$ cat src/rtl/uart_cmd_if.sv
// uart_cmd_if: bundles the byte-receive side and the processor-control side
// of the UART command controller.
//   rx_valid/rx_data/rx_ferr : received byte strobe, data, framing error
//   cpu_rst/cpu_halt/cpu_step : processor control (reset level, halt level,
//                               single-step pulse)
//   led_sel/busy/err_count    : display select, FSM-not-idle, error counter
// The master modport belongs to the byte source / observer; the slave
// modport belongs to the controller.
interface uart_cmd_if;
    logic       rx_valid;
    logic [7:0] rx_data;
    logic       rx_ferr;
    logic       cpu_rst;
    logic       cpu_halt;
    logic       cpu_step;
    logic [1:0] led_sel;
    logic       busy;
    logic [7:0] err_count;

    modport master (
        output rx_valid, rx_data, rx_ferr,
        input  cpu_rst, cpu_halt, cpu_step, led_sel, busy, err_count
    );

    modport slave (
        input  rx_valid, rx_data, rx_ferr,
        output cpu_rst, cpu_halt, cpu_step, led_sel, busy, err_count
    );
endinterface

$ cat src/rtl/uart_cmd_controller.sv
// uart_cmd_controller: decodes single-byte commands from a UART receiver and
// drives processor debug controls.
//   clk  : system clock (sole clock)
//   rst  : synchronous active-high reset
//   bus  : uart_cmd_if.slave
//          in : rx_valid (1-cycle strobe), rx_data[7:0], rx_ferr
//          out: cpu_rst, cpu_halt, cpu_step (1-cycle pulse), led_sel[1:0],
//               busy, err_count[7:0] (saturating)
// Commands (IDLE): 'r' reset hold, 'h' halt, 'g' go, 'a' toggle halt,
// 's' step (only while halted), 'm' + '0'..'3' select LED source.
// Every output is a flop; a command is visible one cycle after its byte.
module uart_cmd_controller #(
    parameter int RESET_CYCLES   = 100_000_000,
    parameter int TIMEOUT_CYCLES = 100_000_000
) (
    input logic        clk,
    input logic        rst,
    uart_cmd_if.slave  bus
);

    typedef enum logic [1:0] {
        IDLE       = 2'd0,
        WAIT_ARG   = 2'd1,
        RESET_HOLD = 2'd2
    } state_t;

    // One width covers both counters; each counts up to its limit minus one.
    localparam int MAXC = (RESET_CYCLES > TIMEOUT_CYCLES) ? RESET_CYCLES : TIMEOUT_CYCLES;
    localparam int CW   = $clog2(MAXC + 1);
    localparam logic [CW-1:0] HOLD_LAST = CW'(RESET_CYCLES - 1);
    localparam logic [CW-1:0] TMO_LAST  = CW'(TIMEOUT_CYCLES - 1);

    state_t        state, state_n;
    logic [CW-1:0] hold_cnt, hold_n;
    logic [CW-1:0] tmo_cnt, tmo_n;
    logic          cpu_rst_q, cpu_rst_n;
    logic          halt_q, halt_n;
    logic          step_q, step_n;
    logic [1:0]    led_q, led_n;
    logic          busy_q, busy_n;
    logic [7:0]    err_q, err_n;
    logic          err_inc;

    always_ff @(posedge clk) begin
        if (rst) begin
            state     <= IDLE;
            hold_cnt  <= '0;
            tmo_cnt   <= '0;
            cpu_rst_q <= 1'b0;
            halt_q    <= 1'b0;
            step_q    <= 1'b0;
            led_q     <= 2'd0;
            busy_q    <= 1'b0;
            err_q     <= 8'd0;
        end else begin
            state     <= state_n;
            hold_cnt  <= hold_n;
            tmo_cnt   <= tmo_n;
            cpu_rst_q <= cpu_rst_n;
            halt_q    <= halt_n;
            step_q    <= step_n;
            led_q     <= led_n;
            busy_q    <= busy_n;
            err_q     <= err_n;
        end
    end

    always_comb begin
        state_n   = state;
        hold_n    = hold_cnt;
        tmo_n     = tmo_cnt;
        cpu_rst_n = cpu_rst_q;
        halt_n    = halt_q;
        step_n    = 1'b0;
        led_n     = led_q;
        err_inc   = 1'b0;

        case (state)
            IDLE: begin
                if (bus.rx_valid) begin
                    if (bus.rx_ferr) begin
                        err_inc = 1'b1;
                    end else begin
                        case (bus.rx_data)
                            8'h72: begin
                                cpu_rst_n = 1'b1;
                                hold_n    = '0;
                                state_n   = RESET_HOLD;
                            end
                            8'h68: halt_n = 1'b1;
                            8'h67: halt_n = 1'b0;
                            8'h61: halt_n = ~halt_q;
                            8'h73: step_n = halt_q;  // silently ignored when running
                            8'h6D: begin
                                tmo_n   = '0;
                                state_n = WAIT_ARG;
                            end
                            default: err_inc = 1'b1;
                        endcase
                    end
                end
            end

            WAIT_ARG: begin
                // A byte in the final timeout cycle wins over the timeout.
                if (bus.rx_valid) begin
                    state_n = IDLE;
                    tmo_n   = '0;
                    if (!bus.rx_ferr && bus.rx_data[7:2] == 6'b001100)
                        led_n = bus.rx_data[1:0];
                    else
                        err_inc = 1'b1;
                end else if (tmo_cnt == TMO_LAST) begin
                    state_n = IDLE;
                    tmo_n   = '0;
                    err_inc = 1'b1;
                end else begin
                    tmo_n = tmo_cnt + 1'b1;
                end
            end

            RESET_HOLD: begin
                // Bytes (including framing errors) are dropped here.
                if (hold_cnt == HOLD_LAST) begin
                    state_n   = IDLE;
                    cpu_rst_n = 1'b0;
                    hold_n    = '0;
                end else begin
                    hold_n = hold_cnt + 1'b1;
                end
            end

            default: state_n = IDLE;
        endcase

        err_n  = (err_inc && err_q != 8'hFF) ? err_q + 8'd1 : err_q;
        busy_n = (state_n != IDLE);
    end

    assign bus.cpu_rst   = cpu_rst_q;
    assign bus.cpu_halt  = halt_q;
    assign bus.cpu_step  = step_q;
    assign bus.led_sel   = led_q;
    assign bus.busy      = busy_q;
    assign bus.err_count = err_q;

endmodule

$ cat src/flat_wrapper.sv
// flat-port wrapper written by rule: the top's interface ports become plain ports
module uart_cmd_controller_flat 
#(
    parameter int RESET_CYCLES   = 100_000_000,
    parameter int TIMEOUT_CYCLES = 100_000_000
)
  (clk, rst, bus_rx_valid, bus_rx_data, bus_rx_ferr, bus_cpu_rst, bus_cpu_halt, bus_cpu_step, bus_led_sel, bus_busy, bus_err_count);
  uart_cmd_if bus_i ();
  input logic clk;
  input logic rst;
  input wire logic [$bits(bus_i.rx_valid)-1:0] bus_rx_valid;
  input wire logic [$bits(bus_i.rx_data)-1:0] bus_rx_data;
  input wire logic [$bits(bus_i.rx_ferr)-1:0] bus_rx_ferr;
  output wire logic [$bits(bus_i.cpu_rst)-1:0] bus_cpu_rst;
  output wire logic [$bits(bus_i.cpu_halt)-1:0] bus_cpu_halt;
  output wire logic [$bits(bus_i.cpu_step)-1:0] bus_cpu_step;
  output wire logic [$bits(bus_i.led_sel)-1:0] bus_led_sel;
  output wire logic [$bits(bus_i.busy)-1:0] bus_busy;
  output wire logic [$bits(bus_i.err_count)-1:0] bus_err_count;
  assign bus_i.rx_valid = bus_rx_valid;
  assign bus_i.rx_data = bus_rx_data;
  assign bus_i.rx_ferr = bus_rx_ferr;
  assign bus_cpu_rst = bus_i.cpu_rst;
  assign bus_cpu_halt = bus_i.cpu_halt;
  assign bus_cpu_step = bus_i.cpu_step;
  assign bus_led_sel = bus_i.led_sel;
  assign bus_busy = bus_i.busy;
  assign bus_err_count = bus_i.err_count;
  uart_cmd_controller #(.RESET_CYCLES(RESET_CYCLES), .TIMEOUT_CYCLES(TIMEOUT_CYCLES)) u_core (.clk(clk), .rst(rst), .bus(bus_i));
endmodule
$ cat config.mk
export PLATFORM = sky130hd
export DESIGN_NAME = uart_cmd_controller_flat
export DESIGN_NICKNAME = d
export VERILOG_FILES = /design/src/rtl/uart_cmd_if.sv /design/src/rtl/uart_cmd_controller.sv /design/src/flat_wrapper.sv
export SDC_FILE = /design/constraint.sdc
export NUM_CORES = 1
export LEC_CHECK = 0
export CAP_MARGIN = 20
export CELL_PAD_IN_SITES_DETAIL_PLACEMENT = 0
export CELL_PAD_IN_SITES_GLOBAL_PLACEMENT = 2
export CORE_ASPECT_RATIO = 1.5
export CORE_MARGIN = 8
export CORE_UTILIZATION = 39
export DETAILED_ROUTE_END_ITERATION = 6
export PLACE_DENSITY = 0.85
export SYNTH_ARGS = -nofsm -noshare
export SYNTH_HDL_FRONTEND = slang
export SYNTH_SLANG_ARGS = --single-unit
$ cat constraint.sdc
create_clock -name clk -period 4 [get_ports clk]
set_clock_uncertainty 0.05 [all_clocks]
set_input_delay 0.8 -clock clk [delete_from_list [all_inputs] [get_ports clk]]
set_output_delay 0.8 -clock clk [all_outputs]
set_load 0.005 [all_outputs]
==> flow_summary.yaml, run 1 <==
worst_setup_path:
  crit_type: "primary input to flop"
  cp-end-kind: "flop"
  required_ps: 4190
  cp.arrival_ps: 3320
  cp_max_fo: 13
  cp-start-kind: "primary input"
global_routing:
  globalRoute.totalOverflow: 0
  grtUsageMet2: 0.305
  grt_util_met3: 0.0371
  antenna_found_initial: 0
  use_met1: 0.155
  track_usage: 0.157
  grt_max_degree: 31
  grt_pass1_vias: 3391
  grt_pass1_wl_mm: 17.0
  busiest_layer: "met2"
clock_network:
  cts_buffer_depth: 2
  clock-sinks: 70
  post-cts-setup-buffers: 0
  clk_pin_slew_ps: 60
  clk-insertion-delay-late_ps: 340
  tritoncts: "yes"
  numCtsBuffers: 9
  clock-root-buffer: "clkbuf_16"
  cts_max_level: 3
  cts_hold_buf: 0
  cts-resized-gates: 0
sta:
  tightest_slew_ps: 771
  rsz0062_at_grt: "no"
  min_period_over_period: 0.782
  setup_tns_ps: 0
  timing.final.crit_period_ps: 3130
  slew_headroom: 0.485
  hold_violations: 0
  final_max_slew_viol_count: 0
  setup_violations: 0
  max_clock_freq_ghz: 0.320
logic_synthesis:
  synth_mux_area_frac: 0.0308
  synth_compound_area_frac: 0.137
  syn_inst: 468
  synthAdderAreaFrac: 0.00973
  yosys_warnings: 0
  syn_area_per_cell_um2: 8.25
  synthArstFlopShare: 0
  synth_top_flop_cell: "dfxtp_1"
  synth_top_family_by_area: "simple AND/OR/NAND/NOR gates"
  synth_nets: 483
  synth_seq_cells: 70
  syn-cell-area_um2: 3860
  synth-xor-area-share: 0.0772
  yosys.cell_types.count: 60
  yosys.area_share.simple: 0.352
  synth_enable_flop_cells: 0
  ys_seq_area_frac: 0.363
power:
  intPower_w: 0.00122
  peakVddDrop_mv: 0.226
  power_frac_comb: 0.042
  power.switching_w: 0.000344
  power_leakage_nw: 1.45
  sequentialPowerShare: 0.450
  power_density_nw_per_um2: 347
  power_frac_clock: 0.508
  p_sw_frac: 0.220
drt:
  drt_pass1_iterations: 4
  routed_wl_mm: 10.4
  via_count: 3542
  avgRoutedWirePerCell_um: 17.1
  via_per_inst: 5.80
  dr.first_iter.drc_count: 148
  drc: 0
  drtAntennaViolNets: 0
placement:
  gp_congestion: 0.777
  dp_hpwl_mm: 7.68
  portBuffers: 25
  place_area_um2: 4220
floorplan:
  dieHeight_um: 138
  rows: 44
  dieArea_um2: 13400
  ios: 26
  initial_core_util: 0.401
  die_w_um: 97.2
  core_area_um2: 9630
hold_path:
  hold_path_class: "flop to flop"
cells_and_area:
  layout.cells.most_common_list: "70 x dfxtp_1, 60 x nor2_1, 33 x nand2_1"
  final_nets: 507
  synthToLayoutAreaGrowth_pct: 17.0
  drive_above_1_share: 0.0786
  final_area_um2: 4510
  layout_commonest_cell: "dfxtp_1"
  fillers: 963
  n_antenna_cell: 0
status:
  outcome: "completed"
flow_run:
  cap_violations: 0
layer usage:
layer	share of wire	up-vias	routed length, µm
li1	-	1783	-
met1	0.40	1683	4150
met2	0.55	60	5710
met3	0.034	16	359
met4	0.021	0	219
met5	0	-	0
state kept, by name, summed over array words and instances, names as in the netlist:
signal                cells
u_core.bus.err_count      8
u_core.bus.led_sel        2
u_core.bus.busy           1
u_core.hold_cnt          27
u_core.tmo_cnt           27
u_core.state              2
u_core.bus.cpu_halt       1
u_core.bus.cpu_rst        1
u_core.bus.cpu_step       1
final timing paths:
path              slack, ps                             from  depth (start not counted)                                to
setup / recovery        870                   bus_rx_data[2]                          6  u_core.hold_cnt[16]$_SDFFE_PP0P_
hold / removal          430  u_core.tmo_cnt[24]$_SDFFE_PP0P_                          2   u_core.tmo_cnt[24]$_SDFFE_PP0P_
setup reg to reg       1280       u_core.state[1]$_SDFF_PP0_                          5  u_core.hold_cnt[17]$_SDFFE_PP0P_
hold reg to reg         430  u_core.tmo_cnt[24]$_SDFFE_PP0P_                          2   u_core.tmo_cnt[24]$_SDFFE_PP0P_
through the flow:
step                utilization  worst slack (ps)  total power [W]  hold slack [ps]  instances
detailed placement        0.438               580         0.000786              419        596
finish                    0.468               873          0.00157              427        611
global route              0.468               698          0.00162              443        611
CTS                       0.468               910          0.00158              426        611
floorplan                     -              1400         0.000756              394        468
global placement          0.438               619         0.000785              402        596
Yosys cell counts, types with 9 or more instances:
| cell | n | area share |
|---|---|---|
| xor2_1 | 22 | 0.050 |
| xnor2_1 | 12 | 0.027 |
| or3_1 | 11 | 0.018 |
| a21oi_1 | 22 | 0.029 |
| nand3_1 | 32 | 0.042 |
| buf_2 | 9 | 0.012 |
| dfxtp_1 | 70 | 0.36 |
| nor2_1 | 60 | 0.058 |
| nand4_1 | 27 | 0.044 |
| nor2b_1 | 9 | 0.015 |
| a211oi_1 | 9 | 0.018 |
| inv_1 | 11 | 0.011 |
| nand2_1 | 33 | 0.032 |
| o21ai_0 | 15 | 0.019 |
layout make-up:
| cell class | count | area [µm²] | area share |
|---|---|---|---|
| multi-input cells | 370 | 2350 | 0.520 |
| repair buffers | 30 | 288 | 0.0638 |
| clock buffers | 11 | 243 | 0.0538 |
| flip-flops and latches | 70 | 1400 | 0.311 |
| well taps | 115 | 144 | 0.0319 |
| clock inverters | 4 | 47.5 | 0.0105 |
| inverters | 11 | 41.3 | 0.00915 |
critical path, cell delays in order:
cell	delay, ps
clkdlybuf4s50_1	610
and4bb_4	470
a41oi_2	150
or4_4	590
or4_1	430
a311oi_1	270
power groups by stage:
| stage | combinational, W | clock, W | sequential, W |
|---|---|---|---|
| after global placement | 0.0000658 | 0 | 0.000719 |
| after global routing | 0.0000726 | 0.000842 | 0.000705 |
| after detailed placement | 0.0000666 | 0 | 0.000720 |
| after CTS | 0.0000667 | 0.000812 | 0.000704 |
| after floorplan | 0.0000370 | 0 | 0.000719 |
| final | 0.0000664 | 0.000796 | 0.000704 |
logic make-up after synthesis:
family          after synthesis
compound gates               80
flops                        70
xor+xnor                     34
fa+ha+maj                     3
buf+inv                      28
mux                          11
simple gates                242
No activity file was read; power rests on OpenSTA's default activity.
==> inputs of run 2 (changes only) <==
CORE_UTILIZATION = 36   (was 39)
PLACE_DENSITY = 0.8   (was 0.85)
clock period = 3 ns   (was 4 ns; I/O delays follow)
==> run 2 against run 1 <==
  * Via count up 2.5%
  * Wire length up 2.1%
  * Clock power up 46%
  * First-iteration DRC count down 19%
  * Critical path type unchanged
  * Critical endpoint unchanged
==> flow_summary.yaml, run 2 (same netlist as run 1, synthesis figures left out) <==
floorplan:
  die_w_um: 101
  ios: 26
  core_area_um2: 10500
  dieArea_um2: 14400
  rows: 46
  dieHeight_um: 143
  initial_core_util: 0.366
cells_and_area:
  multi_input_area_um2: 2350
  fillers: 1053
  final_area_um2: 4760
  drive_above_1_share: 0.119
  final_nets: 529
  utilization: 0.452
  layout.cells.most_common_list: "70 x dfxtp_1, 60 x nor2_1, 33 x nand2_1"
  regArea_um2: 1400
  n_antenna_cell: 0
  synthToLayoutAreaGrowth_pct: 23.4
  layout_commonest_cell: "dfxtp_1"
worst_setup_path:
  crit_chain: "clkdlybuf4s50_1, and2_1, a41oi_2, or4_4, or4_1, a311oi_1"
  reg2reg_slack_ps: 460
  cp-start-kind: "primary input"
  crit_end: "u_core.hold_cnt[16]$_SDFFE_PP0P_"
  cp.arrival_ps: 2840
  r2r_cells: 6
  required_ps: 3190
  r2r_end: "u_core.bus.err_count[5]$_SDFFE_PP0P_"
  crit_type: "primary input to flop"
  cp_num_cells: 6
  cp.buffers_inverters: 1
  cp_max_fo: 10
  crit_family: "simple AND/OR/NAND/NOR gates"
  cp-end-kind: "flop"
  r2r_start: "u_core.tmo_cnt[0]$_SDFFE_PP0P_"
  max_stage_delay_ps: 670
  startpoint: "bus_rx_data[1]"
  slowest_stage: "clkdlybuf4s50_1"
drt:
  drc: 0
  drtAntennaViolNets: 0
  routed_wl_mm: 10.7
  dr.first_iter.drc_count: 120
  avgRoutedWirePerCell_um: 16.1
  via_count: 3630
  via_per_inst: 5.48
  drt_pass1_iterations: 4
placement:
  portBuffers: 25
  place_area_um2: 4440
  gp_congestion: 0.820
  dp_hpwl_mm: 7.98
flow_run:
  cap_violations: 0
clock_network:
  post-cts-setup-buffers: 0
  numCtsBuffers: 9
  clk-insertion-delay-late_ps: 330
  cts_hold_buf: 0
  clock-sinks: 70
  tritoncts: "yes"
  clk_pin_slew_ps: 60
  cts_max_level: 3
  clock-root-buffer: "clkbuf_16"
  cts_buffer_depth: 2
  cts-resized-gates: 0
global_routing:
  antenna_found_initial: 0
  grt_pass1_wl_mm: 17.7
  track_usage: 0.156
  grt_pass1_vias: 3535
  grt_max_degree: 24
  globalRoute.totalOverflow: 0
power:
  peakVddDrop_mv: 0.302
  power_leakage_nw: 1.58
  power_density_nw_per_um2: 463
status:
  outcome: "completed"
hold_path:
  hold_path_class: "flop to flop"
  min_from: "u_core.hold_cnt[1]$_SDFFE_PP0P_"
sta:
  slew_headroom: 0.538
  timing.final.crit_period_ps: 2650
  rsz0062_at_grt: "no"
  max_clock_freq_ghz: 0.377
  final_max_slew_viol_count: 0
  setup_tns_ps: 0
  hold_violations: 0
  min_period_over_period: 0.885
  setup_violations: 0
  tightest_slew_ps: 691
[run 2: cell types whose count changed in the layout (fill, tap and decap cells not counted), sizes merged]
cell    before  now
clkinv       2    1
buf          5   27
bufinv       1    2
inv         11   12
[run 2: tightest hold or removal path, cell delays in order (launching register included)]
cell	delay (ps)
dfxtp_1	320
nand2_1	60
a21oi_1	50
[run 2: through the flow]
stage	setup slack, ps	cells	total power, W	hold slack [ps]
floorplan	595	468	0.00101	394
global placement	58.0	647	0.00106	404
detailed placement	8.28	647	0.00106	408
CTS	357	663	0.00224	426
global route	244	663	0.00229	463
finish	346	663	0.00220	428
[run 2: routing by layer]
metal	vias up	part of all wire	track usage
met5	-	0	0
met4	0	0.022	0.0768
met3	16	0.027	0.0249
met2	50	0.55	0.292
met1	1737	0.40	0.163
li1	1827	-	-
[run 2: area by class of cell]
class,instances,share of cell area
Clock buffer,11,0.0510
Clock inverter,5,0.0171
Inverter,11,0.00867
Multi-Input combinational cell,370,0.493
Sequential cell,70,0.294
Tap cell,144,0.0378
Timing Repair Buffer,52,0.0978
[run 2: power by group]
| group | total (W) | leakage (nW) | internal, W | switching [W] |
|---|---|---|---|---|
| Sequential | 0.000940 | 0.564 | 0.000933 | 0.00000689 |
| Clock | 0.00116 | 0.156 | 0.000752 | 0.000408 |
| Combinational | 0.000103 | 0.856 | 0.0000501 | 0.0000532 |
| Total | 0.00220 | 1.58 | 0.00173 | 0.000468 |
[run 2: worst min-delay path by stage]
stage / depth (start not counted) / slack [ps] / to
2_1_floorplan: 2 / 390 / u_core.hold_cnt[1]$_SDFFE_PP0P_
3_3_place_gp: 2 / 400 / u_core.hold_cnt[1]$_SDFFE_PP0P_
3_5_place_dp: 2 / 410 / u_core.bus.cpu_rst$_SDFFE_PP0P_
4_1_cts: 2 / 430 / u_core.hold_cnt[1]$_SDFFE_PP0P_
5_1_grt: 2 / 460 / u_core.bus.cpu_rst$_SDFFE_PP0P_
6_report: 2 / 430 / u_core.hold_cnt[1]$_SDFFE_PP0P_
==> inputs of run 3 (changes only) <==
==> constraint.sdc (replaced) <==
create_clock -name clk -period 3 [get_ports clk]
set_clock_uncertainty 0.05 [all_clocks]
set_input_delay 0.45 -clock clk [delete_from_list [all_inputs] [get_ports clk]]
set_output_delay 0.45 -clock clk [all_outputs]
set_load 0.005 [all_outputs]
==> run 3 against run 2 <==
  * Sequential share of layout area grew 0.79 points
  * Register-to-register slack lost 20 ps
  * Die area is the same
  * Global-route usage shrank 0.32 points
  * Largest cell class unchanged
  * Sequential power is essentially flat
==> flow_summary.yaml, run 3 (same netlist as run 1, synthesis figures left out) <==
status:
  outcome: "completed"
clock_network:
  numCtsBuffers: 9
  post-cts-setup-buffers: 0
  cts_hold_buf: 0
  cts-resized-gates: 0
  cts_max_level: 3
  clock-sinks: 70
  cts_buffer_depth: 2
  clk-insertion-delay-late_ps: 330
  clock-root-buffer: "clkbuf_16"
  tritoncts: "yes"
  clk_pin_slew_ps: 60
sta:
  max_clock_freq_ghz: 0.391
  setup_tns_ps: 0
  rsz0062_at_grt: "no"
  slew_headroom: 0.537
  setup_violations: 0
  hold_violations: 0
  timing.final.crit_period_ps: 2560
  min_period_over_period: 0.852
  final_max_slew_viol_count: 0
  tightest_slew_ps: 691
drt:
  dr.first_iter.drc_count: 115
  drc: 0
  avgRoutedWirePerCell_um: 15.8
  drt_pass1_iterations: 5
  via_count: 3566
  drtAntennaViolNets: 0
  routed_wl_mm: 10.4
  via_per_inst: 5.44
worst_setup_path:
  required_ps: 3170
  startpoint: "u_core.tmo_cnt[0]$_SDFFE_PP0P_"
  cp_max_fo: 7
  cp-start-kind: "flop"
  r2r_start: "u_core.tmo_cnt[0]$_SDFFE_PP0P_"
  cp-end-kind: "flop"
  cp.arrival_ps: 2730
  crit_type: "flop to flop"
cells_and_area:
  final_cells: 655
  layout.cells.most_common_list: "70 x dfxtp_1, 60 x nor2_1, 33 x nand2_1"
  n_antenna_cell: 0
  synthToLayoutAreaGrowth_pct: 20.1
  layout_commonest_cell: "dfxtp_1"
  final_nets: 522
  drive_above_1_share: 0.108
  fillers: 1071
floorplan:
  die_w_um: 101
  core_area_um2: 10500
  ios: 26
  rows: 46
  dieHeight_um: 143
  initial_core_util: 0.366
  dieArea_um2: 14400
power:
  p_sw_frac: 0.235
  power_w: 0.00200
  power_frac_clock: 0.482
  power_density_nw_per_um2: 431
  power_leakage_nw: 1.51
  sequentialPowerShare: 0.470
  intPower_w: 0.00153
  power_frac_comb: 0.048
  power.switching_w: 0.000469
  peakVddDrop_mv: 0.264
global_routing:
  grt_pass1_vias: 3526
  track_usage: 0.153
  globalRoute.totalOverflow: 0
  grt_pass1_wl_mm: 17.4
  grt_max_degree: 26
  antenna_found_initial: 0
flow_run:
  cap_violations: 0
placement:
  dp_hpwl_mm: 7.70
  portBuffers: 25
  gp_congestion: 0.807
  dp.cells: 640
hold_path:
  min_from: "u_core.hold_cnt[1]$_SDFFE_PP0P_"
  hold_path_class: "flop to flop"
-- run 3: worst paths after layout --
kind / to / slack (ps) / depth (start not counted)
worst max register to register: u_core.bus.err_count[5]$_SDFFE_PP0P_ / 440 / 6
worst min-delay path: u_core.hold_cnt[1]$_SDFFE_PP0P_ / 430 / 2
worst max-delay path: u_core.bus.err_count[5]$_SDFFE_PP0P_ / 440 / 6
worst min register to register: u_core.hold_cnt[1]$_SDFFE_PP0P_ / 430 / 2
-- run 3: layer usage --
layer  wire length (µm)  part of all wire  global-route usage
met3                225             0.022              0.0380
met4                 96            0.0093              0.0600
met5                  0                 0                   0
met2               5660              0.55               0.285
met1               4380              0.42               0.158
-- run 3: critical path, stage by stage (launching register included) --
cell and delay [ps]:
dfxtp_1 390, ha_1 250, nand4_1 230, nor3_1 470, a21oi_1 300, o32ai_1 380
mux2_2 360
-- run 3: area by class of cell --
cell class,instances,area (µm²),area share
multi-input combinational,370,2350,0.507
sequential,70,1400,0.302
timing repair buffer,45,400,0.0864
clock buffer,9,225,0.0486
tap,144,180,0.0389
inverter,11,41.3,0.00891
clock inverter,6,38.8,0.00837
-- run 3: power groups by stage --
| stage | clock network (W) | logic [W] | registers [W] |
|---|---|---|---|
| detailed placement | 0 | 0.0000969 | 0.000960 |
| CTS | 0.00101 | 0.0000973 | 0.000939 |
| global route | 0.00104 | 0.000107 | 0.000940 |
| floorplan | 0 | 0.0000494 | 0.000958 |
| finish | 0.000964 | 0.0000964 | 0.000939 |
| global placement | 0 | 0.0000966 | 0.000960 |
-- run 3: metrics by stage --
stage	instance area [µm²]	utilization	setup WS [ps]	hold WS, ps
after floorplan	3860	-	745	394
after global placement	4370	0.415	158	406
after detailed placement	4370	0.415	131	425
after CTS	4640	0.440	396	433
after global routing	4640	0.440	256	461
final	4640	0.440	445	431
